### src/rtl/mem_port_arbiter.sv
// Three-requester arbiter/sequencer for a single synchronous-read word memory port.
// Define MEM_ARB_RR_EN for round-robin priority; default is fixed mc > dt > if.
module mem_port_arbiter #(
  parameter int unsigned MEM_WORDS      = 1024,
  parameter int unsigned MPU_START_ADDR = 768,
  parameter int unsigned MPU_ITEM_NUM   = 16,
  parameter int unsigned MPU_ITEM_LEN   = 5
) (
  input  logic        clk,
  input  logic        resetn,
  input  logic        if_valid,
  input  logic [21:0] if_addr,
  output logic        if_ready,
  input  logic        dt_valid,
  input  logic [21:0] dt_addr,
  input  logic [31:0] dt_wdata,
  input  logic [3:0]  dt_wstrb,
  output logic        dt_ready,
  input  logic        mc_valid,
  input  logic [21:0] mc_addr,
  output logic        mc_ready,
  output logic [31:0] rsp_rdata,
  output logic [1:0]  grant_id,
  output logic        busy,
  output logic        mpu_tbl_dirty,
  output logic [3:0]  mem_wen,
  output logic [21:0] mem_addr,
  output logic [31:0] mem_wdata,
  input  logic [31:0] mem_rdata
);

  localparam logic [21:0] MEM_TOP = 22'(MEM_WORDS);
  localparam logic [21:0] TBL_LO  = 22'(MPU_START_ADDR);
  localparam logic [21:0] TBL_HI  = 22'(MPU_START_ADDR + MPU_ITEM_NUM * MPU_ITEM_LEN);

  typedef enum logic [1:0] {IDLE, ADDR, DATA, DONE} state_t;

  state_t      state, state_nx;
  logic [1:0]  gid, win;
  logic        any_req;
  logic [21:0] addr_q;
  logic [31:0] wdata_q;
  logic [3:0]  wstrb_q;
  logic        in_range, is_write, in_tbl;

  assign any_req  = if_valid | dt_valid | mc_valid;
  assign in_range = addr_q < MEM_TOP;
  assign is_write = wstrb_q != 4'b0000;
  assign in_tbl   = (addr_q >= TBL_LO) && (addr_q < TBL_HI);

`ifdef MEM_ARB_RR_EN
  // rr_ptr names the requester that gets first look at the next arbitration
  logic [1:0] rr_ptr;

  always_comb begin
    win = 2'd3;
    case (rr_ptr)
      2'd0:    win = if_valid ? 2'd0 : dt_valid ? 2'd1 : mc_valid ? 2'd2 : 2'd3;
      2'd1:    win = dt_valid ? 2'd1 : mc_valid ? 2'd2 : if_valid ? 2'd0 : 2'd3;
      default: win = mc_valid ? 2'd2 : if_valid ? 2'd0 : dt_valid ? 2'd1 : 2'd3;
    endcase
  end

  always_ff @(posedge clk) begin
    if (!resetn)
      rr_ptr <= 2'd0;
    else if (state == IDLE && any_req)
      rr_ptr <= (win == 2'd2) ? 2'd0 : win + 2'd1;
  end
`else
  always_comb begin
    win = mc_valid ? 2'd2 : dt_valid ? 2'd1 : if_valid ? 2'd0 : 2'd3;
  end
`endif

  always_ff @(posedge clk) begin
    if (!resetn) state <= IDLE;
    else         state <= state_nx;
  end

  always_ff @(posedge clk) begin
    if (!resetn) begin
      gid       <= 2'd3;
      addr_q    <= '0;
      wdata_q   <= '0;
      wstrb_q   <= '0;
      rsp_rdata <= '0;
    end else begin
      if (state == IDLE && any_req) begin
        gid <= win;
        case (win)
          2'd0: begin addr_q <= if_addr; wdata_q <= '0;       wstrb_q <= '0;       end
          2'd1: begin addr_q <= dt_addr; wdata_q <= dt_wdata; wstrb_q <= dt_wstrb; end
          default: begin addr_q <= mc_addr; wdata_q <= '0;    wstrb_q <= '0;       end
        endcase
      end
      if (state == DATA)
        rsp_rdata <= (in_range && !is_write) ? mem_rdata : '0;
    end
  end

  always_comb begin
    state_nx      = state;
    busy          = state != IDLE;
    grant_id      = 2'd3;
    mem_addr      = '0;
    mem_wdata     = '0;
    mem_wen       = '0;
    if_ready      = 1'b0;
    dt_ready      = 1'b0;
    mc_ready      = 1'b0;
    mpu_tbl_dirty = 1'b0;
    if (state != IDLE) begin
      grant_id  = gid;
      mem_addr  = addr_q;
      mem_wdata = wdata_q;
    end
    case (state)
      IDLE: if (any_req) state_nx = ADDR;
      ADDR: begin
        state_nx = DATA;
        if (in_range) mem_wen = wstrb_q;
      end
      DATA: state_nx = DONE;
      default: begin
        state_nx      = IDLE;
        if_ready      = gid == 2'd0;
        dt_ready      = gid == 2'd1;
        mc_ready      = gid == 2'd2;
        mpu_tbl_dirty = is_write && in_range && in_tbl;
      end
    endcase
  end

endmodule

### config.mk
export PLATFORM = sky130hd
export DESIGN_NAME = mem_port_arbiter
export DESIGN_NICKNAME = d
export VERILOG_FILES = /design/src/rtl/mem_port_arbiter.sv
export SDC_FILE = /design/constraint.sdc
export NUM_CORES = 1
export LEC_CHECK = 0
export BUFFER_PORTS_ARGS = -buffer_cell sky130_fd_sc_hd__buf_2
export CORE_AREA = 2 2 117 119
export DETAILED_ROUTE_END_ITERATION = 10
export DIE_AREA = 0 0 119 121
export GPL_TIMING_DRIVEN = 0
export PLACE_DENSITY = 0.66
export SLEW_MARGIN = 20
export SYNTH_ARGS = -nofsm -noshare
export SYNTH_HDL_FRONTEND = slang
export SYNTH_SLANG_ARGS = --single-unit
### constraint.sdc
create_clock -name clk -period 3.2 [get_ports clk]
set_clock_uncertainty 0.2 [all_clocks]
set_input_delay 0.64 -clock clk [delete_from_list [all_inputs] [get_ports clk]]
set_output_delay 0.64 -clock clk [all_outputs]
set_load 0.005 [all_outputs]
==> run_results.csv <==
group,metric,value,unit
outcome,status,"finished, final reports clean",
worst_setup_path,r2r_cells,8,
final_layout,synthToLayoutAreaGrowth,37.1,%
final_layout,nets,887,
yosys,synth_edf_count,0,
worst_hold_path,hold_depth,2,
worst_setup_path,required,2360,ps
worst_setup_path,start_kind,"flip-flop",
worst_setup_path,criticalPathCategory,"reg -> out",
timing,relSlewSlack,57.6,%
route,drtIter0Drc,187,
worst_setup_path,cp_data_arrival_time,1990,ps
route,routed-via-count,4608,
power_and_ir_drop,p_total,0.00405,W
global_routing,grt_pass1_vias,4348,
floorplanning,initial_utilization,34.5,%
route,dr.pass1.iters,5,
final_layout,layout_commonest_cell,"buf_2",
global_routing,grt_pass1_wl,21900,um
yosys,ys_warn_count,0,
final_layout,postLayoutCoreUtil,47.2,%
timing,finalSetupTns,0,ps
cts,clockRootBuffer,"clkbuf_16",
route,wl,14000,um
yosys,synth_flop_cell,"dfxtp_1",
timing,finalSetupViolCount,0,
timing,rsz0062_at_grt,"no",
cts,ctsHoldBuffers,0,
worst_setup_path,crit_cells,6,
power_and_ir_drop,vdd_drop_max,0.297,mV
global_routing,grt_overflow_total,0,
yosys,synth_cells,499,
yosys,syn_avg_cell_area,9.03,sq um
timing,maxSlewViolCount,0,
global_routing,grt_max_degree,15,
timing,finalWorstPathRequiredPeriod,2830,ps
yosys,ys_async_sr_fraction,0,%
timing,finalHoldViolations,0,
worst_hold_path,hp-class,"reg -> reg",
worst_setup_path,crit_top_cell,"buf_2",
worst_setup_path,cp-end-kind,"output pin",
placed_design,dp_hpwl,10800,um
worst_setup_path,crit_buf_inv,4,
yosys,yosys_register_bits,94,
global_routing,grt_usage,19.2,%
cts,cts_sinks,94,
floorplanning,fp.dieH,121,um
timing,hold_ws,241,ps
timing,period_share,88.5,%
route,drc,0,
power_and_ir_drop,p_leak,2.71,nW
yosys,syn_nets,642,
worst_setup_path,crit_family,"buffers and inverters",
cts,post-cts-setup-buffers,0,
yosys,synth.distinct_cells,36,
cts,cts.path.max_buffers,2,
cts,clk_latency,340,ps
floorplanning,die_area,14400,sq um
cts,path_clk_slew,60,ps
worst_setup_path,worst-path-max-fanout,10,
floorplanning,rows,42,
floorplanning,fp.coreArea,13100,sq um
cts,cts_max_level,3,
yosys,syn_area,4510,sq um
route,ant_nets,0,
floorplanning,pin_count,236,
timing,clock.fmax,0.353,GHz
final_layout,insertedDiodeCount,0,
route,routed_via_density,4.98,
placed_design,place_congestion,0.799,
yosys,ys_seq_area_share,41.7,%
floorplanning,die_w,119,um
final_layout,layout_common_cells,"249 x buf_2, 94 x dfxtp_1, 82 x nor2b_1, 59 x nand2_1, 32 x nand4_1",
power_and_ir_drop,cellPowerDensity,656,nW/um^2
worst_setup_path,path_cells,"inv_1, ha_1, clkbuf_2, buf_2, nor2b_1, buf_2",
job,drv_cap,0,
timing,tightest_slew,632,ps
cts,cts_buffers,9,
route,wl_per_cell,15.1,um
cts,tritoncts,"done",
placed_design,io_buffers,234,
worst_setup_path,cpMaxStageDelayCell,"ha_1",
worst_setup_path,critPathMaxStageDelay,390,ps
cts,cts_resized,0,
final_layout,fill_cells,1324,
global_routing,antenna_found_initial,0,
final_layout,drive_gt1_share,42.3,%
-- worst paths after layout --
check,end,slack [ps],startpoint
max reg2reg,rsp_rdata[25]$_SDFFE_PN0P_,1170,state[0]$_SDFFE_PN0P_
min reg2reg,rsp_rdata[12]$_SDFFE_PN0P_,240,rsp_rdata[12]$_SDFFE_PN0P_
max,mem_wdata[17],370,state[0]$_SDFFE_PN0P_
min,rsp_rdata[12]$_SDFFE_PN0P_,240,rsp_rdata[12]$_SDFFE_PN0P_
-- synthesized netlist by cell type (3+ instances only) --
master	number	area, sq um
dfxtp_1	94	1880
nor2b_1	82	513
nand2_1	59	221
nand4_1	32	200
o21ai_1	30	150
o21ai_0	26	130
a31oi_1	22	138
o221ai_1	22	193
clkbuf_1	20	75.1
a22oi_1	18	135
a22oi_2	18	225
buf_2	15	75.1
buf_6	11	124
nor2b_2	10	87.6
and3_1	5	31.3
inv_1	5	18.8
ha_1	4	50.1
buf_4	3	22.5
nor4_2	3	37.5
-- logic make-up (layout without fill, tap and decap cells) --
group | Yosys count | count (layout) | share of synthesized area, %
simple gates | 204 | 204 | 26.8
compound gates | 140 | 140 | 22.5
flops | 94 | 94 | 41.7
buf+inv | 56 | 306 | 7.66
fa+ha+maj | 4 | 4 | 1.11
mux | 1 | 1 | 0.222
-- routing by layer --
metal	GRT usage [%]	part of all wire [%]	up-vias
li1	-	-	2286
met1	24.0	44	2117
met2	31.6	46	186
met3	5.03	7.8	19
met4	7.29	1.9	0
met5	0	0	-
-- where the power goes --
group | total, W | switching, W | leakage, nW | internal, W
clock | 0.00103 | 0.000456 | 0.140 | 0.000569
sequential | 0.00146 | 0.000119 | 0.766 | 0.00134
combinational | 0.00156 | 0.000938 | 1.81 | 0.000625
total | 0.00405 | 0.00151 | 2.71 | 0.00254
-- tightest hold or removal path, cell delays in order, from the launching register on --
cell and delay (ps):
dfxtp_1 310, nand2_1 50, o21ai_1 50
-- layout make-up --
| type | count | area (sq um) | area share [%] |
|---|---|---|---|
| clock inverter | 3 | 18.8 | 0.304 |
| timing repair buffer | 234 | 1170 | 19.0 |
| buffer | 51 | 328 | 5.30 |
| clock buffer | 13 | 260 | 4.21 |
| sequential | 94 | 1880 | 30.5 |
| inverter | 5 | 18.8 | 0.304 |
| tap | 176 | 220 | 3.56 |
| multi-input combinational | 349 | 2280 | 36.9 |
-- sequential cells by signal, summed over array words and instances (netlist names) --
signal	cells
wstrb_q	4
gid	2
rsp_rdata	32
wdata_q	32
addr_q	22
state	2
-- stage by stage --
step / std cells / instance area (sq um) / worst slack, ps
after global routing: 925 / 6180 / 182
after detailed placement: 909 / 5900 / 469
after global placement: 909 / 5900 / 485
after CTS: 925 / 6180 / 87.1
final: 925 / 6180 / 367
after floorplan: 499 / 4510 / 1100
No activity file was read; power rests on OpenSTA's default activity.
